<file path="src/rtl/crc_pkg.sv">
// Shared types, legal parameter ranges and the single-bit CRC step used by crc_stream.
package crc_pkg;

  typedef enum logic [1:0] {
    IDLE  = 2'd0,
    ACCUM = 2'd1,
    HOLD  = 2'd2
  } crc_state_e;

  localparam int CRC_WIDTH_MIN  = 2;
  localparam int CRC_WIDTH_MAX  = 32;
  localparam int DATA_WIDTH_MIN = 1;
  localparam int DATA_WIDTH_MAX = 64;

  // Register and poly are aligned to bit 0 for right shifts and to bit 31 for
  // left shifts, so one 32-bit step serves every CRC width.
  function automatic logic [31:0] crc_step(input logic [31:0] crc_reg,
                                           input logic        data_bit,
                                           input logic [31:0] poly,
                                           input logic        shift_right);
    logic        fb;
    logic [31:0] nxt;
    if (shift_right) begin
      fb  = crc_reg[0] ^ data_bit;
      nxt = crc_reg >> 1;
    end else begin
      fb  = crc_reg[31] ^ data_bit;
      nxt = crc_reg << 1;
    end
    if (fb) nxt = nxt ^ poly;
    return nxt;
  endfunction

endpackage

</file>
<file path="src/rtl/crc_word_update.sv">
// Combinational next-register logic: DATA_WIDTH unrolled serial CRC steps per word.
module crc_word_update
  import crc_pkg::*;
#(
  parameter int                   CRC_WIDTH   = 16,
  parameter int                   DATA_WIDTH  = 8,
  parameter logic [CRC_WIDTH-1:0] POLY        = 16'hA001,
  parameter bit                   SHIFT_RIGHT = 1'b1
) (
  input  logic [CRC_WIDTH-1:0]  crc_in,
  input  logic [DATA_WIDTH-1:0] data_in,
  output logic [CRC_WIDTH-1:0]  crc_out
);

  localparam logic [31:0] POLY_AL = SHIFT_RIGHT ? 32'(POLY) : (32'(POLY) << (32 - CRC_WIDTH));

  logic [31:0] acc;

  always_comb begin
    acc = SHIFT_RIGHT ? 32'(crc_in) : (32'(crc_in) << (32 - CRC_WIDTH));
    for (int i = 0; i < DATA_WIDTH; i++) begin
      acc = crc_step(acc, SHIFT_RIGHT ? data_in[i] : data_in[DATA_WIDTH-1-i], POLY_AL, SHIFT_RIGHT);
    end
    crc_out = SHIFT_RIGHT ? acc[CRC_WIDTH-1:0] : acc[31 -: CRC_WIDTH];
  end

endmodule

</file>
<file path="src/rtl/crc_stream.sv">
// Streaming CRC engine with ready/valid input and a held result.
// Optional residue check output crcOk is enabled by defining CRC_STREAM_CHECK_EN.
module crc_stream
  import crc_pkg::*;
#(
  parameter int                   CRC_WIDTH   = 16,
  parameter int                   DATA_WIDTH  = 8,
  parameter logic [CRC_WIDTH-1:0] POLY        = 16'hA001,
  parameter bit                   SHIFT_RIGHT = 1'b1,
  parameter logic [CRC_WIDTH-1:0] INIT        = '1,
  parameter logic [CRC_WIDTH-1:0] XOR_OUT     = '0,
  parameter logic [CRC_WIDTH-1:0] RESIDUE     = '0
) (
  input  logic                  clk,
  input  logic                  rstN,
  input  logic                  start,
  input  logic                  inValid,
  output logic                  inReady,
  input  logic [DATA_WIDTH-1:0] inData,
  input  logic                  inLast,
  output logic                  outValid,
  input  logic                  outReady,
  output logic                  busy,
  output logic [CRC_WIDTH-1:0]  outCrc
`ifdef CRC_STREAM_CHECK_EN
  ,
  output logic                  crcOk
`endif
);

  if (CRC_WIDTH < CRC_WIDTH_MIN || CRC_WIDTH > CRC_WIDTH_MAX) begin : g_bad_crc_width
    $error("crc_stream: CRC_WIDTH out of range");
  end
  if (DATA_WIDTH < DATA_WIDTH_MIN || DATA_WIDTH > DATA_WIDTH_MAX) begin : g_bad_data_width
    $error("crc_stream: DATA_WIDTH out of range");
  end

  crc_state_e           state_q, state_d;
  logic [CRC_WIDTH-1:0] crc_q, crc_d, crc_next;
  logic                 alive_q, alive_d;
  logic                 beat;

  crc_word_update #(
    .CRC_WIDTH  (CRC_WIDTH),
    .DATA_WIDTH (DATA_WIDTH),
    .POLY       (POLY),
    .SHIFT_RIGHT(SHIFT_RIGHT)
  ) u_update (
    .crc_in (crc_q),
    .data_in(inData),
    .crc_out(crc_next)
  );

  assign beat = inValid && inReady;

  // The register always holds INIT in IDLE, so the first beat needs no special case.
  always_comb begin
    state_d = state_q;
    crc_d   = crc_q;
    alive_d = 1'b1;
    if (start) begin
      state_d = IDLE;
      crc_d   = INIT;
    end else begin
      case (state_q)
        IDLE, ACCUM: begin
          if (beat) begin
            crc_d   = crc_next;
            state_d = inLast ? HOLD : ACCUM;
          end
        end
        HOLD: begin
          if (outReady) begin
            state_d = IDLE;
            crc_d   = INIT;
          end
        end
        default: begin
          state_d = IDLE;
          crc_d   = INIT;
        end
      endcase
    end
  end

  always_ff @(posedge clk or negedge rstN) begin
    if (!rstN) begin
      state_q <= IDLE;
      crc_q   <= INIT;
      alive_q <= 1'b0;
    end else begin
      state_q <= state_d;
      crc_q   <= crc_d;
      alive_q <= alive_d;
    end
  end

  // Outputs decode straight from state so reset clears them without a clock.
  assign inReady  = alive_q && (state_q != HOLD);
  assign outValid = (state_q == HOLD);
  assign busy     = (state_q == ACCUM);
  assign outCrc   = outValid ? (crc_q ^ XOR_OUT) : '0;

`ifdef CRC_STREAM_CHECK_EN
  assign crcOk = outValid && (crc_q == RESIDUE);
`endif

endmodule

</file>
<file path="config.mk">
export PLATFORM = sky130hd
export DESIGN_NAME = crc_stream
export DESIGN_NICKNAME = d
export VERILOG_FILES = /design/src/rtl/crc_pkg.sv /design/src/rtl/crc_word_update.sv /design/src/rtl/crc_stream.sv
export SDC_FILE = /design/constraint.sdc
export NUM_CORES = 1
export LEC_CHECK = 0
export CAP_MARGIN = 15
export CELL_PAD_IN_SITES_DETAIL_PLACEMENT = 0
export CELL_PAD_IN_SITES_GLOBAL_PLACEMENT = 1
export CORE_MARGIN = 1.5
export CORE_UTILIZATION = 36
export DETAILED_ROUTE_END_ITERATION = 10
export PLACE_DENSITY = 0.82
export RECOVER_POWER = 25
export SYNTH_ARGS = -nofsm -noshare
export SYNTH_HDL_FRONTEND = slang
export SYNTH_SLANG_ARGS = --single-unit
</file>
<file path="constraint.sdc">
create_clock -name clk -period 2.9 [get_ports clk]
set_input_delay 0.435 -clock clk [delete_from_list [all_inputs] [get_ports clk]]
set_output_delay 0.435 -clock clk [all_outputs]
set_load 0.02 [all_outputs]
</file>
Yosys cells after proc, flatten, opt, wreduce, memory -nomap -nowiden
Cells that the tools add are included.
- register bits: 19
- input bits: 14
- output and inout port bits: 19
- word-level logic and storage cells: 47
- equality and inequality tests: 5
- mux-type cells: 18
- bitwise logic cells: 16
- reduce and logical (&&, ||, !) cells: 5
- operator list (cell ; count):
    $mux 16 ; 12
    $pmux 16 s2 ; 1
    $not 3->3 ; 7
    $mux 2 ; 4
    $xor 1x1->1 ; 8
    $pmux 2 s2 ; 1
    $ne 3x2->1 const B ; 1
    $ne 3x3->1 const B ; 1
    $not 2->3 ; 1
    $eq 2x1->1 const B ; 1
    $eq 2x2->1 const B ; 1
    $logic_and 1x1->1 ; 2
    $logic_not 2->1 ; 1
    $ne 2x2->1 const B ; 1
    $reduce_and 2->1 ; 1
    $reduce_or 2->1 ; 1

Logic depth before layout (Yosys ltp)
Gate-level depths: netlist (run 1).
- word-level depth: 19
- depth in mapped cells: 6
- gate-level depth less buffers: 6

Modules after synthesis
From an unflattened synthesis (run 1), not the netlist that was laid out.
- cell total of the unflattened synthesis: 96
- area, all modules: 1197.4 um^2
- by module, submodules not included (module ; times used ; cells each ; area an instance (um^2) ; sequential area each (um^2)):
    crc_stream ; 1 ; 69 ; 889.6 ; 495.5
    crc_word_update ; 1 ; 27 ; 307.8 ; 0.0

Worst setup path after synthesis (run 1)
OpenSTA, ideal clock, no wires.
- path kind: register to register
- start point: register crc_q[2]
- end point: register crc_q[0]
- setup time: 0.068 ns
- arrival: 1.946 ns
- required time: 2.832 ns
- slack: 0.886 ns
- stages on the path, launching flop included: 7
- path buffers: 0
- period minus slack after synthesis: 2.014 ns
- cells stage by stage: dfstp_2 > xor2_2 > xnor3_2 > xor2_4 > nor3b_1 > a211o_2 > a21oi_2
- word-level cells in the longest chain between the ends: 18
- RTL lines (element ; line ; RTL):
    from (decl) ; crc_stream.sv:39 ; logic [CRC_WIDTH-1:0] crc_q, crc_d, crc_next;
    from (signal assigned) ; crc_stream.sv:93 ; crc_q <= crc_d;
    $mux 16 * ; crc_pkg.sv:30 ; if (fb) nxt = nxt ^ poly;
    $not 3->3 (no line) ; - ;
    $mux 16 * ; crc_pkg.sv:30 ;
    $xor 1x1->1 * ; crc_pkg.sv:24 ; fb = crc_reg[0] ^ data_bit;
    $mux 16 * ; crc_pkg.sv:30 ;
    $xor 1x1->1 * ; crc_pkg.sv:24 ;
    $mux 16 * ; crc_pkg.sv:30 ;
    $xor 1x1->1 * ; crc_pkg.sv:24 ;
    (+2 left out) ; - ;
    $mux 16 * ; crc_pkg.sv:30 ;
    $xor 1x1->1 * ; crc_pkg.sv:24 ;
    $mux 16 * ; crc_pkg.sv:30 ;
    $xor 1x1->1 * ; crc_pkg.sv:24 ;
    $mux 16 * ; crc_pkg.sv:30 ;
    $mux 16 * ; crc_stream.sv:67 ; if (beat) begin
    $pmux 16 s2 * ; crc_stream.sv:65 ; case (state_q)
    $mux 16 * ; crc_stream.sv:61 ; if (start) begin
Every way passes the cells marked *; elsewhere a longest branch is shown, timed or not. The select of a mux whose other input is x is not followed.
A chain may end at the register's enable or synchronous reset.

Final worst setup path (run 1)
- start point: register state_q[1]
- end point: output outCrc[6]
- word-level cells in the longest chain between the ends: 2
- RTL lines (element ; line ; RTL):
    from (decl) ; crc_stream.sv:38 ; crc_state_e state_q, state_d;
    from (signal assigned) ; crc_stream.sv:92 ; state_q <= state_d;
    $eq 2x2->1 ; crc_stream.sv:100 ; assign outValid = (state_q == HOLD);
    $mux 16 ; crc_stream.sv:102 ; assign outCrc = outValid ? (crc_q ^ XOR_OUT) : '0;
    to (decl) ; crc_stream.sv:24 ; output logic [CRC_WIDTH-1:0] outCrc
Every way passes these cells.

==> impl_metrics.tcl, run 1 <==
set metrics [dict create \
    run_status "finished clean" \
    drt_iter0_markers 24 \
    num_io_pins 33 \
    crit_end "outCrc[6]" \
    critical_path_class "reg2out" \
    grt_antenna_before_repair 0 \
    powerDensity_nw_per_um2 519 \
    synth_compound_area_share_pct 13.1 \
    numCtsBuffers 3 \
    synth_ff_type "dfstp_2" \
    worstSetupStartpoint "state_q[1]" \
    finalCritPeriodShare_pct 78.9 \
    r2r_cells 6 \
    post_cts_buffers 0 \
    r2r-end "crc_q[0]" \
    synth_fa_ha_area_share_pct 0 \
    dp_hpwl_um 1920 \
    fmax_ghz 0.437 \
    fin_setup_tns_ns 0 \
    reg2reg_from "crc_q[2]" \
    synth_most_common_cell "dfstp_2" \
    wirelength_um 2670 \
    grt_pass1_wl_um 4520 \
    synth_common_cells "dfstp_2 (16), and2_1 (15), nor2_1 (13), xnor2_1 (13), a21oi_1 (11)" \
    grt_pass1_vias 974 \
    avgSynthCellArea_sq_um 10.2 \
    cts_buffer_depth 2 \
    die-width_um 60.4 \
    synth_fp_nets 130 \
    drt_first_pass_iters 4 \
    start_util_pct 38.3 \
    pre_cts_ws_ns 0.392 \
    insertion_delay_ns 0.30 \
    slew_violations 0 \
    vias 944 \
    root_buffer "clkbuf_4" \
    synth_top_family_by_area "XOR/XNOR gates" \
    final_nets 167 \
    cts.hold.buffers_added 0 \
    die_h_um 60.4 \
    worstMarginPinSlew_ns 0.859 \
    peakVddDrop_v 0.000229 \
    drc 0 \
    ys_seq_elements 19 \
    io_buffers 32 \
    cts-htree-levels 1 \
    grt_setup_unrepaired "no" \
    async_flop_share_pct 100 \
    synth_edf_count 0 \
    cellLeakagePower_nw 0.610 \
    rrSetupSlack_ns 0.74 \
    area_growth_pct 35.3 \
    ys_seq_area_share_pct 41.7 \
    postSynthCellCount 116 \
    dieArea_sq_um 3650 \
    synth.cell_area_sq_um 1190 \
    yosysTopAreaCell "dfstp_2" \
    cts.sinks 19 \
    fin_skew_ns 0.00925 \
    grt_max_degree 20 \
    endpoint_kind "output pin" \
    drive_above_1_share_pct 21.7 \
    cts_tree "built" \
    crit_path_max_fanout 9 \
    hold_violations 0 \
    synth_cell_types 32 \
    max-slew-margin-rel_pct 42.5 \
    overflow 0 \
    synthTopCellsByArea "dfstp_2 (35%), xnor2_1 (9.6%), and2_1 (7.9%)" \
    worst_setup_path_start_kind "flop" \
    placed_cell_area_sq_um 1580 \
    wl_per_cell_um 13.6 \
    fin_area_sq_um 1610 \
    min_period_ns 2.29 \
    vias_per_cell 4.82 \
    clk_pin_slew_ns 0.11 \
    cap_violations 0 \
    yosysTopAreaCellShare_pct 35.4 \
    fillers 305 \
    setup_slack_ns 0.613 \
    row_count 20 \
    crit_arrival_ns 1.85 \
    hp-class "reg2reg" \
    detail-route-antenna-nets 0 \
    gp_congestion 0.848 \
    worst-endpoint-required_ns 2.47 \
    final_util_pct 51.8 \
    yosys.area_share.simple_pct 19.8 \
    setup_violations 0 \
    synthXorXnorAreaFrac_pct 23.4 \
    grtUsageTotal_pct 16.7 \
    ys_warn_count 0 \
    ctsResizeCount 0 \
    core_sq_um 3100 \
    synth_mux_area_share_pct 0 \
    n_antenna_cell 0 \
]
==> flip-flops by register name, summed over array words and instances, names as in the netlist <==
signal / cells
alive_q: 1
crc_q: 16
state_q: 2
==> how the worst min path moves through the flow <==
| stage | startpoint | end | slack [ns] | cells past startpoint |
|---|---|---|---|---|
| 6_report | crc_q[13] | crc_q[13] | 0.52 | 2 |
| 5_1_grt | crc_q[9] | crc_q[1] | 0.55 | 1 |
| 4_1_cts | crc_q[13] | crc_q[13] | 0.52 | 2 |
| 3_5_place_dp | crc_q[13] | crc_q[13] | 0.50 | 2 |
| 3_3_place_gp | crc_q[12] | crc_q[12] | 0.50 | 2 |
| 2_1_floorplan | rstN | alive_q | 0.14 | 0 |
==> final cells by class <==
| type | instances | area (sq um) | share of cell area, % |
|---|---|---|---|
| multi-input cells | 92 | 672 | 41.8 |
| flip-flops and latches | 19 | 495 | 30.8 |
| repair buffers | 37 | 358 | 22.3 |
| well taps | 44 | 55.1 | 3.43 |
| clock buffers | 4 | 26.3 | 1.64 |
==> critical path: stages (launching register included) <==
cell and delay, ns:
dfrtp_1 0.44, nor2b_1 0.20, buf_4 0.18, and2_1 0.14
clkdlybuf4s50_1 0.60
==> logic make-up after synthesis <==
logic type / Yosys count
xor gates and xnor gates: 24
AOI/OAI and AO/OA: 23
and+or+nand+nor: 44
other: 1
DFF: 19
buffers and inverters: 5
==> layout by cell type, fill, tap and decap left out, types with 2 or more instances in the layout <==
| cell type | synthesis | final |
|---|---|---|
| a21oi_1 | 11 | 11 |
| and2_1 | 15 | 15 |
| buf_4 | 0 | 5 |
| clkbuf_4 | 0 | 3 |
| clkdlybuf4s50_1 | 0 | 30 |
| dfrtp_1 | 3 | 3 |
| dfstp_2 | 16 | 16 |
| dlygate4sd3_1 | 0 | 2 |
| nand2_1 | 2 | 2 |
| nand3_1 | 2 | 2 |
| nor2_1 | 13 | 13 |
| nor2b_1 | 4 | 4 |
| nor3_1 | 2 | 2 |
| nor4_1 | 3 | 3 |
| o22a_1 | 4 | 4 |
| xnor2_1 | 13 | 13 |
| xor2_1 | 6 | 6 |
==> through the flow <==
stage | power, W | cells | hold slack, ns
detailed placement | 0.000699 | 192 | 0.503
global placement | 0.000694 | 192 | 0.499
floorplan | 0.000593 | 116 | 0.139
CTS | 0.000843 | 196 | 0.519
global route | 0.000893 | 196 | 0.551
finish | 0.000833 | 196 | 0.516
==> layer usage <==
| metal | track usage (%) | vias to the layer above | part of all wire (%) |
|---|---|---|---|
| met5 | 0 | - | 0 |
| met4 | 7.76 | 0 | 1.4 |
| met3 | 2.35 | 4 | 3.4 |
| met2 | 27.0 | 24 | 50 |
| met1 | 22.1 | 457 | 45 |
| li1 | - | 459 | - |
==> power breakdown <==
part	switching, W	internal (W)	total [W]
registers	0.0000275	0.000318	0.000345
clock network	0.0000848	0.0000535	0.000138
logic	0.000179	0.000171	0.000350
No activity file was read; power rests on OpenSTA's default activity.
==> run 2, diff against run 1 <==
Settings changed: CORE_UTILIZATION 36 to 32, PLACE_DENSITY 0.82 to 0.77.
Clock period 2.9 ns to 2 ns, I/O delays scaled along.
==> impl_metrics.tcl, run 2 (synthesis gave the netlist of run 1 again) <==
set metrics [dict create \
    run_status "finished, violations left" \
    violations "negative setup slack" \
    io_buffers 32 \
    num_io_pins 33 \
    grt_pass1_vias 1057 \
    ff_latch_area_sq_um 495 \
    final_util_pct 50.3 \
    slowest_delay_ns 0.57 \
    worst_setup_path_start_kind "flop" \
    overflow 0 \
    grtUsageTotal_pct 15.3 \
    peakVddDrop_v 0.000246 \
    vias 978 \
    reg2reg_from "crc_q[0]" \
    crit_family "XOR/XNOR gates" \
    final_nets 181 \
    n_antenna_cell 0 \
    cp_slowest_cell "dfstp_2" \
    drc 0 \
    regMostFlops "crc_q" \
    drt_first_pass_iters 4 \
    worstMarginPinSlew_ns 1.06 \
    placed_cell_area_sq_um 1700 \
    fin_area_sq_um 1730 \
    crit_arrival_ns 2.20 \
    hp-start "crc_q[13]" \
    hp-class "reg2reg" \
    die-width_um 63.9 \
    largestRegisters "crc_q: 16 flops, state_q: 2 flops, alive_q: 1 flops" \
    row_count 21 \
    grt_max_degree 20 \
    slew_violations 0 \
    path_buf_inv 0 \
    layout.cells.non_filler 212 \
    crit_path_max_fanout 4 \
    place_inst 208 \
    cts-htree-levels 1 \
    insertion_delay_ns 0.26 \
    min_period_ns 2.00 \
    rrSetupSlack_ns -0.004 \
    root_buffer "clkbuf_8" \
    final_common_cell "buf_4" \
    worst-endpoint-required_ns 2.20 \
    fin_setup_tns_ns -0.00394 \
    largest_register_ffs 16 \
    fin_skew_ns 0.00264 \
    start_util_pct 34.5 \
    numCtsBuffers 3 \
    setup_violations 1 \
    hold_violations 0 \
    powerDensity_nw_per_um2 812 \
    fmax_ghz 0.499 \
    vias_per_cell 4.61 \
    endpoint_kind "flop" \
    r2r-end "crc_q[0]" \
    wl_per_cell_um 13.4 \
    cts.hold.buffers_added 0 \
    wirelength_um 2840 \
    dieArea_sq_um 4090 \
    multi_input_area_sq_um 694 \
    hold_depth 2 \
    cap_violations 0 \
    grt_setup_unrepaired "yes" \
    post_cts_buffers 0 \
    hold_end "crc_q[13]" \
    final_cell_mix "buf_4 (18), dlygate4sd2_1 (17), dfstp_2 (16)" \
    critical_path_class "reg2reg" \
    drive_above_1_share_pct 29.5 \
    grt_antenna_before_repair 0 \
    path_cells "xnor2_2 > xnor3_2 > xor2_4 > xnor2_2 > a211o_1 > a21oi_2" \
    dp_hpwl_um 2200 \
    pre_cts_ws_ns -0.269 \
    gp_congestion 0.874 \
    fillers 341 \
    cts_buffer_depth 2 \
    drt_iter0_markers 21 \
    crit_cells 6 \
    finalCritPeriodShare_pct 100 \
    setup_slack_ns -0.00394 \
    cts.sinks 19 \
    r2r_cells 6 \
    clk_pin_slew_ns 0.07 \
    crit_top_cell "xnor2_2" \
    worstSetupStartpoint "crc_q[0]" \
    detail-route-antenna-nets 0 \
    max-slew-margin-rel_pct 29.1 \
    grt_pass1_wl_um 4830 \
    core_sq_um 3440 \
    die_h_um 63.9 \
    cts_tree "built" \
    cellLeakagePower_nw 0.787 \
    area_growth_pct 45.9 \
]
## run 2: report_power, final
group | internal [W] | switching [W] | total (W) | leakage [nW]
Combinational | 0.000336 | 0.000292 | 0.000628 | 0.557
Sequential | 0.000461 | 0.0000415 | 0.000502 | 0.207
Clock | 0.000142 | 0.000135 | 0.000277 | 0.0228
## run 2: worst max path at each step
| stage | slack, ns | to |
|---|---|---|
| after detailed placement | -0.27 | crc_q[0] |
| final | -0.004 | crc_q[0] |
| after floorplan | 0.03 | crc_q[0] |
| after global placement | -0.19 | crc_q[0] |
| after global routing | -0.10 | crc_q[0] |
| after CTS | -0.02 | crc_q[0] |
## run 2: metal layers
layer | vias up | share of wire, % | routed length (um) | track usage, %
met5 | - | 0 | 0 | 0
met4 | 0 | 3.3 | 95 | 9.24
met3 | 9 | 3.3 | 93 | 1.06
met2 | 26 | 47 | 1330 | 24.3
met1 | 454 | 46 | 1320 | 20.1
li1 | 489 | - | - | -
## run 2: final cells by class
cell class | instances | share of cell area (%)
multi-input cells | 92 | 40.1
flip-flops and latches | 19 | 28.6
repair buffers | 51 | 25.4
well taps | 46 | 3.32
clock buffers | 4 | 2.60
## run 2: worst reg2reg max path, delay by kind of cell (launching register included)
kind | cells | cell delay (ns)
flops | 1 | 0.57
compound gates | 2 | 0.41
xor+xnor | 4 | 0.97
## run 2: through the flow
step	hold WS (ns)	power, W
after global routing	0.528	0.00150
after floorplan	0.00441	0.000872
final	0.514	0.00141
after global placement	0.499	0.00112
after detailed placement	0.500	0.00114
after CTS	0.376	0.00142
## run 2: what timing repair did
item | CTS | global route
resized for setup | 18 | 2
setup endpoints to repair | 18 | 2
hold endpoints to repair | 0 | 0
==> run 3, diff against run 2 <==
Settings changed: CORE_ASPECT_RATIO from default to 0.8.
==> impl_metrics.tcl, run 3 (synthesis gave the netlist of run 1 again) <==
set metrics [dict create \
    crit_arrival_ns 2.19 \
    regMostFlops "crc_q" \
    powerDensity_nw_per_um2 816 \
    dieArea_sq_um 4090 \
    grtUsageTotal_pct 15.5 \
    slew_violations 0 \
    largestRegisters "crc_q: 16 flops, state_q: 2 flops, alive_q: 1 flops" \
    worst_setup_path_start_kind "flop" \
    power.total_w 0.00144 \
    vias 1017 \
    cts-htree-levels 1 \
    wirelength_um 2930 \
    peakVddDrop_v 0.000472 \
    hp-start "crc_q[9]" \
    root_buffer "clkbuf_8" \
    final_nets 185 \
    r2r-end "crc_q[0]" \
    grt_use_met1_pct 21.0 \
    detail-route-antenna-nets 0 \
    grt_pass1_vias 998 \
    cap_violations 0 \
    grt_max_degree 20 \
    vias_per_cell 4.80 \
    fmax_ghz 0.502 \
    layout.cells.non_filler 212 \
    numCtsBuffers 3 \
    cts.hold.buffers_added 0 \
    ff_latch_area_sq_um 495 \
    min_period_ns 1.99 \
    setup_violations 0 \
    cellLeakagePower_nw 0.806 \
    slowest_delay_ns 0.56 \
    drt_iter0_markers 30 \
    crit_path_max_fanout 2 \
    reg2reg_from "crc_q[0]" \
    place_inst 206 \
    worstMarginPinSlew_ns 1.09 \
    crit_top_cell "buf_4" \
    busiest_layer "met2" \
    fin_skew_ns 0.00261 \
    drc 0 \
    cts_buffer_depth 2 \
    overflow 0 \
    hold_depth 2 \
    endpoint_kind "flop" \
    io_buffers 32 \
    dp_hpwl_um 2190 \
    die_h_um 57.5 \
    hold_violations 0 \
    grt_pass1_wl_um 4850 \
    rrSetupSlack_ns 0.007 \
    fin_setup_tns_ns 0 \
    worstSetupStartpoint "crc_q[0]" \
    gp_congestion 0.804 \
    max-slew-margin-rel_pct 27.3 \
    cp_slowest_cell "dfstp_2" \
    grt_use_met3_pct 4.42 \
    drt_first_pass_iters 4 \
    final_util_pct 50.6 \
    grt_setup_unrepaired "yes" \
    grt_antenna_before_repair 0 \
    cts_tree "built" \
    cts.sinks 19 \
    final_common_cell "buf_4" \
    core_sq_um 3490 \
    path_cells "xnor2_2 > xnor3_2 > buf_4 > buf_4 > nand2_1 > nor4_1 > a211o_1 > a21oi_2" \
    num_io_pins 33 \
    row_count 19 \
    placed_cell_area_sq_um 1710 \
    area_growth_pct 48.9 \
    fillers 324 \
    largest_register_ffs 16 \
    clk_pin_slew_ns 0.07 \
    start_util_pct 34.0 \
    insertion_delay_ns 0.26 \
    final_cell_mix "buf_4 (22), dlygate4sd2_1 (18), dfstp_2 (16)" \
    n_antenna_cell 0 \
    critical_path_class "reg2reg" \
    run_status "finished clean" \
    r2r_cells 8 \
    hp-class "reg2reg" \
    grt_util_met2_pct 25.0 \
    die-width_um 71.1 \
    multi_input_area_sq_um 706 \
    wl_per_cell_um 13.8 \
    drive_above_1_share_pct 32.4 \
    finalCritPeriodShare_pct 99.7 \
    fin_area_sq_um 1770 \
    worst-endpoint-required_ns 2.20 \
    hold_end "crc_q[9]" \
]
-- run 3: cell count changes in the layout (fill, tap and decap cells not counted), sizes merged --
| cell | previous run | this run |
|---|---|---|
| buf | 18 | 22 |
| clkdlybuf4s50 | 13 | 12 |
| dlygate4sd2 | 17 | 18 |
-- run 3: area by class of cell --
class	instances	area share, %
timing repair buffer	55	26.5
tap	42	2.97
sequential	19	28.0
multi-input combinational	92	39.9
clock buffer	4	2.55
-- run 3: metrics by stage --
stage          setup slack (ns)  hold slack (ns)
2_1_floorplan            0.0299          0.00441
3_3_place_gp             -0.201            0.500
3_5_place_dp             -0.276            0.501
4_1_cts                 -0.0118            0.379
5_1_grt                 -0.0450            0.533
6_report                0.00676            0.513
-- run 3: worst max-delay path by stage --
stage	endpoint	slack (ns)
2_1_floorplan	crc_q[0]	0.03
3_3_place_gp	crc_q[0]	-0.20
3_5_place_dp	crc_q[0]	-0.28
4_1_cts	crc_q[0]	-0.01
5_1_grt	crc_q[0]	-0.05
6_report	crc_q[0]	0.007
-- run 3: critical path, delay by kind of cell, from the launching register on --
kind,cells,cell delay (ns)
AOI/OAI and AO/OA,2,0.34
xor gates and xnor gates,2,0.64
buffers and inverters,2,0.29
DFF,1,0.56
and+or+nand+nor,2,0.10
-- run 3: repair_timing --
item / CTS / global route
endpoints found under the setup margin: 19 / 2
resized for setup: 19 / 4
setup buffers: 1 / 1
pin swaps: 4 / 5
-- run 3: power breakdown --
| part | internal [W] | total (W) | switching [W] | leakage (nW) |
|---|---|---|---|---|
| registers | 0.000461 | 0.000505 | 0.0000433 | 0.207 |
| clock network | 0.000142 | 0.000271 | 0.000129 | 0.0228 |
| logic | 0.000361 | 0.000667 | 0.000306 | 0.576 |
-- run 3: per-layer routing --
metal	part of all wire [%]	vias to the layer above
met4	0.99	0
met3	5.1	4
li1	-	494
met2	47	26
met1	47	493
met5	0	-
